`src/rtl/barrett_mulmod.sv`:
```


// ---------------------------------------------------------------------------
// barrett_mulmod
// Purpose : p = (a*b) mod Q. Stage 1 multiplies. Stage 2 estimates the
//           quotient. Stage 3 subtracts it and applies one conditional
//           correction.
// Ports   : clk, rst, en_i, valid_i, a_i, b_i, tag_i -> valid_o, p_o, tag_o
// Latency : 3 enabled cycles and 1 result per enabled cycle. Data registers
//           load whenever en_i = 1, whatever the valid bit says.
// ---------------------------------------------------------------------------
module barrett_mulmod #(
  parameter int DWIDTH    = 12,
  parameter int Q         = 3329,
  parameter int BARRETT_K = 24,
  parameter int BARRETT_M = 5039,
  parameter int TAGW      = 4
) (
  input  logic              clk,
  input  logic              rst,
  input  logic              en_i,
  input  logic              valid_i,
  input  logic [DWIDTH-1:0] a_i,
  input  logic [DWIDTH-1:0] b_i,
  input  logic [TAGW-1:0]   tag_i,
  output logic              valid_o,
  output logic [DWIDTH-1:0] p_o,
  output logic [TAGW-1:0]   tag_o
);

  localparam int LATENCY = 3;
  localparam int PW      = 2 * DWIDTH;                    // full product width (24)
  localparam int MW      = PW + $clog2(BARRETT_M + 1);    // prod * M width (37)
  // The quotient estimate needs 13 bits, not 12. For operands up to 4095,
  // the true quotient 4095^2 / 3329 is about 5037, so a 12-bit estimate
  // would wrap and corrupt the remainder.
  localparam int TW      = MW - BARRETT_K;
  // The remainder before correction is below 2Q (6658), so 14 bits are
  // enough. The subtraction is done modulo 2^14 on the low bits only.
  localparam int RW      = DWIDTH + 2;

  // Valid and tag travel in LATENCY-deep shift registers alongside the data stages.
  logic              r_vld [LATENCY];
  logic [TAGW-1:0]   r_tag [LATENCY];

  logic [PW-1:0]     r_prod1;
  logic [PW-1:0]     r_prod2;
  logic [TW-1:0]     r_t2;
  logic [DWIDTH-1:0] r_p;

  logic [PW-1:0]     w_prod;
  logic [MW-1:0]     w_mul;
  logic [TW-1:0]     w_t;
  logic [RW-1:0]     w_tq;
  logic [RW-1:0]     w_r;
  logic [RW-1:0]     w_rc;
  logic [DWIDTH-1:0] w_p;

  // S1: full unsigned product.
  assign w_prod = {{DWIDTH{1'b0}}, a_i} * {{DWIDTH{1'b0}}, b_i};

  // S2: quotient estimate floor(prod * M / 2^K).
  // The estimate is never above the true quotient and at most one below it,
  // so one correction step is enough.
  assign w_mul = MW'(r_prod1) * MW'(BARRETT_M);
  assign w_t   = TW'(w_mul >> BARRETT_K);

  // S3: remainder and single conditional subtraction.
  assign w_tq = RW'(r_t2) * RW'(Q);
  assign w_r  = RW'(r_prod2) - w_tq;
  assign w_rc = (w_r >= RW'(Q)) ? (w_r - RW'(Q)) : w_r;
  assign w_p  = DWIDTH'(w_rc);

  always_ff @(posedge clk) begin
    if (!rst) begin
      for (int i = 0; i < LATENCY; i++) begin
        r_vld[i] <= 1'b0;
        r_tag[i] <= '0;
      end
      r_prod1 <= '0;
      r_prod2 <= '0;
      r_t2    <= '0;
      r_p     <= '0;
    end else if (en_i) begin
      r_vld[0] <= valid_i;
      r_tag[0] <= tag_i;
      for (int i = 1; i < LATENCY; i++) begin
        r_vld[i] <= r_vld[i-1];
        r_tag[i] <= r_tag[i-1];
      end
      r_prod1 <= w_prod;
      r_prod2 <= r_prod1;
      r_t2    <= w_t;
      r_p     <= w_p;
    end
  end

  assign valid_o = r_vld[LATENCY-1];
  assign tag_o   = r_tag[LATENCY-1];
  assign p_o     = r_p;

endmodule

```
`config.mk`:
```
export PLATFORM = sky130hd
export DESIGN_NAME = barrett_mulmod
export DESIGN_NICKNAME = d
export VERILOG_FILES = /design/src/rtl/barrett_mulmod.sv
export SDC_FILE = /design/constraint.sdc
export NUM_CORES = 1
export LEC_CHECK = 0
export CAP_MARGIN = 20
export CELL_PAD_IN_SITES_DETAIL_PLACEMENT = 0
export CELL_PAD_IN_SITES_GLOBAL_PLACEMENT = 1
export CORE_ASPECT_RATIO = 1.1
export CORE_MARGIN = 3
export CORE_UTILIZATION = 55
export DETAILED_ROUTE_END_ITERATION = 12
export PLACE_DENSITY_LB_ADDON = 0.1
export SETUP_SLACK_MARGIN = 0.15
export SYNTH_ARGS = -nofsm -noshare
export SYNTH_HDL_FRONTEND = slang
export SYNTH_SLANG_ARGS = --single-unit
```
`constraint.sdc`:
```
create_clock -name clk -period 16.5 [get_ports clk]
set_clock_uncertainty 0.1 [all_clocks]
set_input_delay 3.3 -clock clk [delete_from_list [all_inputs] [get_ports clk]]
set_output_delay 3.3 -clock clk [all_outputs]
set_load 0.05 [all_outputs]
```
======== Yosys cells after proc, flatten, opt, wreduce, memory -nomap -nowiden ========
Memory sizes are Yosys's and may differ from the RTL's.
Index checks and enable logic that the tools add are counted.
cells by class
  bitwise operators ....................... 6
  order comparisons ....................... 1
  add/sub/neg operators ................... 2
  muxes and demuxes ....................... 11
  $mul .................................... 3
operators by type and width
  cell                    number
  $mul 24x13->37 const B  1
  $mul 12x12->24          1
  $ge 14x12->1 const B    1
  $mul 13x12->14 const B  1
  $sub 14x14->14          1
  $mux 12                 1
  $mux 4                  3
  $sub 12x12->12 const B  1
  $mux 1                  7
  $or 1x1->1              6
word-level totals
  bits in writable memories ............... 15
  flip-flop bits (word level) ............. 63
  word-level logic and storage cells ...... 29
  output and inout bits ................... 17
  memories kept ........................... 2
  input port bits ......................... 32
memory list
  name   words  bits a word  rd ports  clocked after Yosys merged registers in  write ports  line  source
  r_tag  3      4            3         0                                        3            44    logic [TAGW-1:0] r_tag [LATENCY];
  r_vld  3      1            3         0                                        3            43    logic r_vld [LATENCY];

======== Logic depth before layout (Yosys ltp) ========
Gate-level depths: netlist of the first run.
  depth after elaboration ................. 4
  depth in mapped cells ................... 22
  depth with buffers taken out ............ 21

======== Worst setup path after synthesis of the first run ========
Ideal clock, no wire load.
  path kind ............................... input to register
  from .................................... in b_i[5]
  to ...................................... reg r_prod1[21]
  buffers on the path ..................... 1
  cell stages on the path ................. 18
  arrival ................................. 8.109 ns
  path slack .............................. 8.153 ns
  library setup time ...................... 0.138 ns
  data required time ...................... 16.262 ns
  path through ............................ clkbuf_1 > nand2_1 > fa_1 > fa_1 > fa_1 > inv_1 > fa_1 > inv_1 > fa_1 > inv_1 > ha_1 > or4_1 > a31oi_1 > o211ai_1 > a31o_2 > a21oi_1 > xor2_1 > o22ai_1
between the ends
  cells in the longest elaborated chain, start to end .. 1
ends and longest elaborated chain
  what                  line  source
  from (decl)           24    input logic [DWIDTH-1:0] b_i,
  $mul 12x12->24        60    assign w_prod = {{DWIDTH{1'b0}}, a_i} * {{DWIDTH{1'b0}}, b_i};
  to (signal assigned)  91    r_prod1 <= w_prod;
  to (decl)             46    logic [PW-1:0] r_prod1;
Every way passes these cells.
A chain may end at the register's enable or synchronous reset.

======== Final worst setup path of the first run ========
Same ends and word-level chain as after synthesis.

==> results by group, run 1 <==
Status
  • Result of the run: complete, no violations

Critical path
  • Cell chain of the critical path: clkdlybuf4s50_1 -> nand2_1 -> fa_1 -> fa_1 -> fa_1 -> inv_1 -> fa_1 -> inv_1 -> fa_1 -> inv_1 -> ha_1 -> or4_1 -> a31oi_1 -> o211ai_1 -> a31o_2 -> a21oi_1 -> xor2_1 -> o22ai_1
  • Required time of the critical path: about 17 ns
  • Critical Path End Type: flop
  • Setup slack of the most critical reg-to-reg path: 10.22 ns
  • Delay of the slowest critical-path stage: 0.77 ns
  • Source of the worst register-to-register timing path: r_prod1[10]
  • Reg2Reg Depth: 16
  • Setup Crit Path Kind: input pin to flop
  • CP startpoint kind: input pin
  • Cell seen most often among critical-path stages: sky130_fd_sc_hd__fa_1
  • Crit-path max FO: 12
  • Crit path arrival time: 9.09 ns
  • Slowest stage cell on the critical path: sky130_fd_sc_hd__clkdlybuf4s50_1
  • Endpoint of the worst register-to-register path: r_t2[5]

Synthesis
  • Area of the mapped netlist: ~14000 um^2
  • YS warnings: 0
  • Post-synth top flop: sky130_fd_sc_hd__dfxtp_1
  • Synth Area per Inst: around 9.6 um^2
  • Register bit total from synthesis: between 70 and 80
  • Count of distinct cell types in the synthesized netlist: 69
  • EDFF count, synth: 15
  • Share of synthesized flip-flops with an asynchronous set or reset: 0%
  • Net count of the mapped netlist: ~2000
  • Sequential fraction of the synthesis area: 12.12%
  • Cell count after synthesis: 1471

Global routing
  • Largest net degree at the start of global routing: 39
  • Vias in the first global route: 10480
  • Initial antenna violation count: 0
  • Total congestion overflow after global routing: 0
  • All-Layer GR Usage: a little under a quarter
  • First-pass GRT wire length: 51760 um

Route
  • DRC violations left: 0
  • Violation count after the first detailed-route iteration: 431
  • Drt wl/cell: 16.17 um
  • Number of vias per cell: around 5.3
  • Number of optimization iterations in the first detailed-route pass: 5
  • Total Routed Length: 29600 um
  • Remaining number of nets flagged by the antenna check after routing: 0
  • Vias post-DR: between 9000 and 10000

Die
  • DIE AREA: 27630 um^2
  • Initial core utilization: 56.82%
  • Std cell rows: 60
  • Count of boundary I/O pins: 49
  • Standard cell core area: 24850 um^2
  • Die outline width: 158.8 um
  • Chip height: between 150 and 200 um

Place
  • Final HPWL from detailed placement: 25120 um
  • PortBufs: 48
  • Total placed instance area: 14840 um^2
  • Weighted congestion reported at the end of routability-driven placement: roughly 0.87

Clock tree
  • TritonCTS clock tree: yes
  • Max Buffers Root-to-Sink: 2
  • Clock root buffer: sky130_fd_sc_hd__clkbuf_16
  • Resized Gates After CTS: 0
  • H-tree levels: 3
  • Number of buffers inserted to repair setup after CTS: 0
  • Clock transition at the register clock pins on the worst setup and hold paths after CTS: around 0.070 ns
  • CTS buffer count: 9
  • Insertion delay of the later-clocked pin in the worst-skew pair: 0.35 ns
  • Number of clock sinks seen by CTS: 78
  • Hold-fix buffers at CTS: 0

Hold path
  • Worst hold-check path type: flop to flop
  • Worst Hold Endpoint: p_o[5]
  • Min-Delay Path Depth: 2
  • Startpoint of the tightest hold check path: p_o[5]

Finish
  • # diodes: 0
  • Growth of design area from synthesis to finish: 7.241%
  • Count of fill cells added during filler insertion: 2196
  • Nets: 1978
  • Commonest non-fill, non-tap cells in the layout: sky130_fd_sc_hd__inv_1 (301), sky130_fd_sc_hd__fa_1 (236), sky130_fd_sc_hd__ha_1 (225)
  • Combined flip-flop and latch cell area: about 1700 um^2
  • Cell area after layout: 15140 um^2
  • Multi-input gate area: 11050 um^2
  • Share of post-route cells with drive strength above 1: 2.685%
  • Most common cell after layout, fill and taps aside: sky130_fd_sc_hd__inv_1

STA
  • RSZ-0062 raised after global routing: no
  • Final hold violation count: 0
  • Setup_tns: 0 ns
  • Final setup violation count: 0
  • Period Utilization, post-route: 54.50%
  • Time the worst path needs with I/O delays and setup: 8.992 ns
  • Actual transition at the worst max-transition pin: 0.8367 ns
  • Final Max Tran Viols: 0
  • Peak Freq: 111.2 MHz
  • Relative slew slack: 43.34%

Run
  • Maximum Capacitance Violations: 0
[worst max-delay path, delay by kind of cell]
kind / cells / cell delay [ns]
buf+inv: 4 / 0.92
compound gates: 5 / 1.14
fa+ha+maj: 6 / 2.81
xor+xnor: 1 / 0.18
simple gates: 2 / 0.71
[metal layers]
layer | vias to the layer above | GRT usage (%) | part of all wire (%)
met5 | - | 0 | 0
met4 | 0 | 4.962 | 1.8
met3 | 28 | 1.954 | 2.1
met2 | 138 | 42.90 | 53
met1 | 4788 | 28.63 | 43
li1 | 4710 | - | -
[per-stage QoR]
stage / hold slack [ns] / std cells / util (%) / setup slack [ns]
after global placement: 0.3328 / 1815 / 59.73 / 7.268
after floorplan: 0.3291 / 1471 / - / 8.153
after CTS: 0.3473 / 1831 / 60.93 / 7.484
after global routing: 0.3658 / 1831 / 60.93 / 7.187
after detailed placement: 0.3387 / 1815 / 59.73 / 7.093
final: 0.3424 / 1831 / 60.93 / 7.508
[state kept, by name, indices dropped and copies added (netlist names)]
name     count
r_prod1     24
r_prod2     14
r_t2        13
p_o         12
r_tag       12
r_vld        3
[cells in the mapped netlist, types with 3 or more instances]
cell	n	area, um^2
sky130_fd_sc_hd__fa_1	236	4725
sky130_fd_sc_hd__edfxtp_1	15	450.4
sky130_fd_sc_hd__nand2b_1	7	43.79
sky130_fd_sc_hd__a21oi_1	31	155.2
sky130_fd_sc_hd__nand2_1	121	454.2
sky130_fd_sc_hd__o21bai_1	4	30.03
sky130_fd_sc_hd__nand3_1	13	65.06
sky130_fd_sc_hd__o21ai_0	31	155.2
sky130_fd_sc_hd__buf_4	4	30.03
sky130_fd_sc_hd__a31oi_1	7	43.79
sky130_fd_sc_hd__mux2i_1	27	270.3
sky130_fd_sc_hd__nand4_1	12	75.07
sky130_fd_sc_hd__a211o_1	3	26.28
sky130_fd_sc_hd__nor2_1	61	229.0
sky130_fd_sc_hd__or2_2	3	18.77
sky130_fd_sc_hd__and2_1	69	431.7
sky130_fd_sc_hd__o211ai_2	4	50.05
sky130_fd_sc_hd__o211ai_1	6	45.04
sky130_fd_sc_hd__a211oi_1	12	90.09
sky130_fd_sc_hd__o22ai_1	5	31.28
sky130_fd_sc_hd__o21ai_1	11	55.05
sky130_fd_sc_hd__nor2b_1	7	43.79
sky130_fd_sc_hd__clkbuf_1	43	161.4
sky130_fd_sc_hd__or3_1	4	25.02
sky130_fd_sc_hd__a21o_1	7	52.55
sky130_fd_sc_hd__xor2_1	21	183.9
sky130_fd_sc_hd__nor3_1	15	75.07
sky130_fd_sc_hd__xnor2_1	28	245.2
sky130_fd_sc_hd__ha_1	225	2815
sky130_fd_sc_hd__or4_1	5	37.54
sky130_fd_sc_hd__o21a_1	11	82.58
sky130_fd_sc_hd__and3_1	18	112.6
sky130_fd_sc_hd__inv_1	301	1130
sky130_fd_sc_hd__dfxtp_1	63	1261
[layout make-up]
class / instances / share of cell area [%]
clock buffers: 10 / 1.512
clock inverters: 6 / 0.4545
inverters: 301 / 7.462
multi-input cells: 1041 / 73.01
flip-flops and latches: 78 / 11.30
well taps: 341 / 2.818
repair buffers: 54 / 3.438
[cells by family after synthesis]
kind of cell / Yosys count / share of synthesized area (%)
fa+ha+maj: 461 / 53.40
buf+inv: 352 / 9.580
simple gates: 348 / 12.23
compound gates: 155 / 7.551
flops: 78 / 12.12
xor+xnor: 50 / 3.199
mux: 27 / 1.914
[worst max path at each step]
stage / from / end / slack, ns
after floorplan: b_i[5] / r_prod1[21] / 8.15
after global placement: b_i[5] / r_prod1[21] / 7.27
after detailed placement: b_i[5] / r_prod1[21] / 7.09
after CTS: b_i[5] / r_prod1[21] / 7.48
after global routing: b_i[5] / r_prod1[21] / 7.19
final: b_i[5] / r_prod1[21] / 7.51
Power of run 1 is not shown: default switching activity piles up to over one toggle a cycle in this logic, so the estimate is an artifact.
==> run 2: changes to the inputs <==
Settings changed: CORE_UTILIZATION 55 to 51.
Clock period 16.5 ns to 9.2 ns, I/O delays scaled along.
==> run 2 against run 1 <==
Against the previous run:
- worst hold slack gained 0.0014 ns
- sequential share of layout area about the same
- non-clock buffer count up 2
- first-iteration DRC count fell by 15%
- cell count rose by 0.98%
- global-route usage fell by 1.5 points
- register-to-register slack worse by 7.3 ns
- cell area increased by 0.18%
- sequential cell count unchanged
- utilization is 5.0 points lower
- via count shrank 0.75%
==> results by group, run 2 (same netlist as run 1, synthesis figures left out) <==
Status
  • Result of the run: complete, no violations

Die
  • Std cell rows: 63 (+5.0%)
  • DIE AREA: 29720 um^2 (+7.6%)
  • Chip height: 180.5 um (+3.7%)
  • Standard cell core area: 27120 um^2 (+9.1%)
  • Initial core utilization: 52.07% (-4.8 points)
  • Count of boundary I/O pins: 49 (unchanged)
  • Die outline width: 164.6 um (+3.7%)

Global routing
  • Vias in the first global route: 10150 (-3.2%)
  • First-pass GRT wire length: 50510 um (-2.4%)
  • Largest net degree at the start of global routing: 37 (-5.1%)
  • Initial antenna violation count: 0 (unchanged)
  • Total congestion overflow after global routing: 0 (unchanged)
  • All-Layer GR Usage: 21.28% (-1.5 points)

Place
  • Final HPWL from detailed placement: 25310 um (+0.74%)
  • PortBufs: 48 (unchanged)
  • Total placed instance area: 14880 um^2 (+0.24%)
  • Weighted congestion reported at the end of routability-driven placement: 0.8426 (-2.7%)
  • Pre-CTS setup slack: 1.468 ns (-5.626 ns)

Clock tree
  • Number of buffers inserted to repair setup after CTS: 0 (unchanged)
  • TritonCTS clock tree: yes
  • Max Buffers Root-to-Sink: 2 (unchanged)
  • CTS buffer count: 9 (unchanged)
  • Clock transition at the register clock pins on the worst setup and hold paths after CTS: 0.07 ns (about the same)
  • Insertion delay of the later-clocked pin in the worst-skew pair: 0.35 ns (about the same)
  • Hold-fix buffers at CTS: 0 (unchanged)
  • H-tree levels: 3 (unchanged)
  • Clock root buffer: sky130_fd_sc_hd__clkbuf_16
  • Number of clock sinks seen by CTS: 78 (unchanged)
  • Resized Gates After CTS: 0 (unchanged)

Critical path
  • Source of the worst register-to-register timing path: r_prod1[13]
  • CP startpoint kind: input pin
  • Delay of the slowest critical-path stage: 0.77 ns (about the same)
  • Setup slack of the most critical reg-to-reg path: 2.97 ns (-7.25 ns)
  • Endpoint of the worst register-to-register path: r_t2[10]
  • Required time of the critical path: 9.30 ns (-7.30 ns)
  • Cell chain of the critical path: clkdlybuf4s50_1 -> nand2_1 -> fa_1 -> inv_1 -> fa_1 -> ha_1 -> inv_1 -> fa_1 -> fa_1 -> inv_1 -> ha_1 -> nand3_1 -> o211ai_1 -> or4_1 -> a31oi_1 -> buf_4 -> o211ai_1 -> a31o_2 -> a21oi_1 -> xor2_1 -> o22ai_1
  • Cell seen most often among critical-path stages: sky130_fd_sc_hd__fa_1
  • Worst setup path startpoint: a_i[3]
  • Critical Path End Type: flop
  • Crit path arrival time: 7.45 ns (-1.64 ns)
  • Family with the most delay on the worst path: adder cells
  • Slowest stage cell on the critical path: sky130_fd_sc_hd__clkdlybuf4s50_1
  • Crit path buf inv count: 5 (+1)
  • Crit-path max FO: 12 (unchanged)
  • Reg2Reg Depth: 16 (unchanged)
  • Setup Crit Path Kind: input pin to flop

Route
  • Total Routed Length: 29620 um (about the same)
  • Remaining number of nets flagged by the antenna check after routing: 0 (unchanged)
  • Vias post-DR: 9592 (-0.75%)
  • Drt wl/cell: 16.02 um (-0.93%)
  • Violation count after the first detailed-route iteration: 365 (-15%)
  • Number of optimization iterations in the first detailed-route pass: 5 (unchanged)
  • Number of vias per cell: 5.188 (-1.7%)
  • DRC violations left: 0 (unchanged)

Hold path
  • Worst hold-check path type: flop to flop
  • Min-Delay Path Depth: 2 (unchanged)
  • Startpoint of the tightest hold check path: p_o[8]
  • Worst Hold Endpoint: p_o[8]

STA
  • Final setup violation count: 0 (unchanged)
  • Peak Freq: 135.9 MHz
  • Worst Setup Slack, final: 1.843 ns (-5.665 ns)
  • Time the worst path needs with I/O delays and setup: 7.357 ns
  • Period Utilization, post-route: approximately 80%
  • Final hold violation count: 0 (unchanged)
  • Final Max Tran Viols: 0 (unchanged)
  • Relative slew slack: 44.68% (+1.3 points)
  • Setup_tns: 0 ns (unchanged)
  • Actual transition at the worst max-transition pin: 0.8169 ns (-0.01981 ns)
  • RSZ-0062 raised after global routing: no

Finish
  • Top flop regs: r_prod1 x24, r_prod2 x14, r_t2 x13
  • # diodes: 0 (unchanged)
  • Growth of design area from synthesis to finish: 7.435%
  • Count of fill cells added during filler insertion: 2514 (+14%)
  • Cell area after layout: 15170 um^2 (+0.18%)
  • Commonest non-fill, non-tap cells in the layout: sky130_fd_sc_hd__inv_1 (301), sky130_fd_sc_hd__fa_1 (236), sky130_fd_sc_hd__ha_1 (225)
  • Multi-input gate area: 11050 um^2 (unchanged)
  • Share of post-route cells with drive strength above 1: 2.882% (+0.20 points)
  • Largest register FFs: 24 (unchanged)
  • Combined flip-flop and latch cell area: 1712 um^2 (unchanged)
  • Final core utilization: 55.94% (-5.0 points)
  • Nets: 1980 (+0.10%)
  • Most common cell after layout, fill and taps aside: sky130_fd_sc_hd__inv_1
  • Top register by number of flip-flops: r_prod1

Run
  • Maximum Capacitance Violations: 0 (unchanged)
==> run 2: cell count changes in the layout (fill, tap and decap cells not counted), sizes merged <==
cell	change
clkinvlp	-1
buf	+2
bufinv	-1
inv	+2
==> run 2: cell type report <==
class	count	share of cell area, %
multi-input cells	1041	72.88
flip-flops and latches	78	11.28
inverters	301	7.449
repair buffers	56	3.530
well taps	357	2.945
clock buffers	10	1.576
clock inverters	6	0.3382
==> run 2: worst register-to-register path: stages, from the launching register on <==
cell                        delay (ns)
sky130_fd_sc_hd__dfxtp_1          0.69
sky130_fd_sc_hd__fa_1             0.57
sky130_fd_sc_hd__fa_1             0.55
sky130_fd_sc_hd__fa_1             0.45
sky130_fd_sc_hd__fa_1             0.55
sky130_fd_sc_hd__inv_1            0.05
sky130_fd_sc_hd__fa_1             0.51
sky130_fd_sc_hd__inv_1            0.06
sky130_fd_sc_hd__ha_1             0.18
sky130_fd_sc_hd__a2111oi_0        0.48
sky130_fd_sc_hd__o21a_1           0.20
sky130_fd_sc_hd__a211oi_1         0.10
sky130_fd_sc_hd__a211oi_1         0.66
sky130_fd_sc_hd__o21ai_1          0.35
sky130_fd_sc_hd__a211oi_1         0.32
sky130_fd_sc_hd__xor2_1           0.17
sky130_fd_sc_hd__o21ai_0          0.10
==> run 2: routing by layer <==
metal | up-vias | global-route usage, % | part of all wire, %
li1 | 4699 | - | -
met1 | 4750 | 27.45 | 44
met2 | 115 | 38.19 | 52
met3 | 28 | 1.839 | 1.6
met4 | 0 | 5.570 | 1.7
met5 | - | 0 | 0
==> run 2: worst max-delay path by stage <==
stage	slack [ns]	depth (start not counted)	end
floorplan	2.31	18	r_prod1[21]
global route	1.48	20	r_prod1[20]
finish	1.84	21	r_prod1[21]
detailed placement	1.47	21	r_prod1[21]
global placement	1.51	21	r_prod1[21]
CTS	1.84	21	r_prod1[21]
==> run 2: per-stage QoR <==
stage / std cells / hold WS, ns
detailed placement: 1833 / 0.3398
finish: 1849 / 0.3438
floorplan: 1471 / 0.3291
global placement: 1833 / 0.3361
CTS: 1849 / 0.3491
global route: 1849 / 0.3613
Power of run 2 is left out for the same reason.
==> run 3: changes to the inputs <==
Settings changed: CORE_UTILIZATION 51 to 46.
Clock period 9.2 ns to 6.69 ns, I/O delays scaled along.
==> run 3 against run 2 <==
Against the previous run:
- setup slack got worse by 1.5 ns
- sequential share of layout area fell by 0.43 points
- utilization fell by 3.2 points
- cell count rose by 6.8%
- first-iteration DRC count fell by 41%
- critical path type unchanged
- largest cell class unchanged
==> results by group, run 3 (same netlist as run 1, synthesis figures left out) <==
Status
  • Result of the run: complete, no violations

Finish
  • Nets: 2054 (+3.7%)
  • Top register by number of flip-flops: r_prod1
  • Commonest non-fill, non-tap cells in the layout: sky130_fd_sc_hd__inv_1 (301), sky130_fd_sc_hd__fa_1 (236), sky130_fd_sc_hd__ha_1 (225)
  • Top flop regs: r_prod1 x24, r_prod2 x14, r_t2 x13
  • Count of fill cells added during filler insertion: 2944 (+17%)
  • Largest register FFs: 24 (unchanged)
  • # diodes: 0 (unchanged)
  • Growth of design area from synthesis to finish: 11.66%
  • Share of post-route cells with drive strength above 1: 8.046% (+5.2 points)
  • Most common cell after layout, fill and taps aside: sky130_fd_sc_hd__inv_1

Die
  • Count of boundary I/O pins: 49 (unchanged)
  • Chip height: 189.7 um (+5.1%)
  • Std cell rows: 66 (+4.8%)
  • Die outline width: 173.0 um (+5.1%)
  • DIE AREA: 32830 um^2 (+10%)
  • Initial core utilization: 47.23% (-4.8 points)
  • Standard cell core area: 29890 um^2 (+10%)

Global routing
  • Initial antenna violation count: 0 (unchanged)
  • All-Layer GR Usage: 19.51% (-1.8 points)
  • Largest net degree at the start of global routing: 39 (+5.4%)
  • First-pass GRT wire length: 52210 um (+3.4%)
  • Vias in the first global route: 10710 (+5.6%)
  • Total congestion overflow after global routing: 0 (unchanged)

Place
  • Weighted congestion reported at the end of routability-driven placement: 0.8372 (-0.64%)
  • Final HPWL from detailed placement: 26400 um (+4.3%)
  • PortBufs: 48 (unchanged)
  • Pre-CTS setup slack: -0.3458 ns (-1.813 ns)

Critical path
  • Crit-path max FO: 6 (-6)
  • Endpoint of the worst register-to-register path: r_t2[5]
  • Critical Path End Type: flop
  • Setup Crit Path Kind: input pin to flop
  • Worst setup path startpoint: b_i[10]
  • Crit path arrival time: 6.44 ns (-1.01 ns)
  • Worst setup endpoint: r_prod1[20]
  • Required time of the critical path: 6.79 ns (-2.51 ns)
  • Source of the worst register-to-register timing path: r_prod1[9]
  • CP startpoint kind: input pin
  • Reg2Reg Depth: 18 (+2)
  • Setup slack of the most critical reg-to-reg path: 0.65 ns (-2.32 ns)

STA
  • Final Max Tran Viols: 0 (unchanged)
  • Period Utilization, post-route: 94.82%
  • Actual transition at the worst max-transition pin: 0.8573 ns (+0.04036 ns)
  • Time the worst path needs with I/O delays and setup: roughly 6.3 ns
  • Peak Freq: roughly 160 MHz
  • Relative slew slack: 41.94% (-2.7 points)
  • RSZ-0062 raised after global routing: yes
  • Final setup violation count: 0 (unchanged)
  • Worst Setup Slack, final: 0.3464 ns (-1.496 ns)
  • Final hold violation count: 0 (unchanged)

Clock tree
  • Number of buffers inserted to repair setup after CTS: 0 (unchanged)
  • CTS buffer count: 9 (unchanged)
  • H-tree levels: 3 (unchanged)
  • Clock root buffer: sky130_fd_sc_hd__clkbuf_16
  • Insertion delay of the later-clocked pin in the worst-skew pair: 0.36 ns (about the same)
  • Number of clock sinks seen by CTS: 78 (unchanged)
  • Max Buffers Root-to-Sink: 2 (unchanged)
  • Clock transition at the register clock pins on the worst setup and hold paths after CTS: 0.06 ns (about the same)
  • TritonCTS clock tree: yes
  • Hold-fix buffers at CTS: 0 (unchanged)

Hold path
  • Worst hold-check path type: flop to flop
  • Startpoint of the tightest hold check path: p_o[8]

Route
  • Drt wl/cell: 15.27 um (-4.7%)
  • DRC violations left: 0 (unchanged)
  • Violation count after the first detailed-route iteration: 217 (-41%)
  • Total Routed Length: 30130 um (+1.8%)
  • Vias post-DR: 9842 (+2.6%)
  • Remaining number of nets flagged by the antenna check after routing: 0 (unchanged)
  • Number of vias per cell: 4.986 (-3.9%)
  • Number of optimization iterations in the first detailed-route pass: 7 (+2)

Run
  • Maximum Capacitance Violations: 0 (unchanged)
[run 3: metrics by stage]
stage	util (%)	area [um^2]	hold slack, ns	std cells	TNS (ns)
6_report	52.74	15770	0.3453	1974	0
3_3_place_gp	51.84	15500	0.3327	1958	-0.9438
5_1_grt	52.74	15770	0.3789	1974	0
4_1_cts	52.70	15750	0.3476	1974	0
2_1_floorplan	-	14120	0.3291	1471	0
3_5_place_dp	51.84	15500	0.3383	1958	-1.510
[run 3: per-layer routing]
metal	GRT usage (%)	wire length, um	vias up
met5	0	0	-
met4	6.238	749	0
met3	1.856	560	36
met2	37.16	16110	94
met1	23.13	12710	4844
li1	-	-	4868
[run 3: layout make-up]
class	count	area (um^2)	area share, %
inverter	301	1130	7.167
multi-input combinational	1041	11080	70.25
clock buffer	11	232.7	1.476
tap	408	510.5	3.238
clock inverter	5	36.28	0.2302
timing repair buffer	130	1069	6.778
sequential	78	1712	10.86
[run 3: how the worst min path moves through the flow]
stage                           to  depth (start not counted)
after global routing        p_o[6]                          2
after CTS                   p_o[8]                          2
after global placement      p_o[7]                          2
after floorplan           r_t2[10]                          2
final                       p_o[8]                          2
after detailed placement    p_o[8]                          2
[run 3: timing repair]
item,CTS,global route
pin swaps,0,1
endpoints found under the setup margin,2,5
endpoints found under the hold margin,0,0
gates resized for setup,10,25
[run 3: critical path, cell delays in order]
cell	delay, ns
sky130_fd_sc_hd__clkdlybuf4s50_1	0.58
sky130_fd_sc_hd__nand2_1	0.11
sky130_fd_sc_hd__fa_1	0.49
sky130_fd_sc_hd__fa_1	0.55
sky130_fd_sc_hd__inv_1	0.05
sky130_fd_sc_hd__fa_1	0.50
sky130_fd_sc_hd__fa_1	0.54
sky130_fd_sc_hd__inv_1	0.05
sky130_fd_sc_hd__fa_1	0.52
sky130_fd_sc_hd__inv_1	0.04
sky130_fd_sc_hd__ha_1	0.21
sky130_fd_sc_hd__nor4_2	0.34
sky130_fd_sc_hd__a211oi_2	0.15
sky130_fd_sc_hd__nor3_1	0.22
sky130_fd_sc_hd__nor3_1	0.08
sky130_fd_sc_hd__buf_4	0.15
sky130_fd_sc_hd__a311oi_2	0.27
sky130_fd_sc_hd__xor2_1	0.17
sky130_fd_sc_hd__o22ai_1	0.08
Power of run 3 is left out for the same reason.
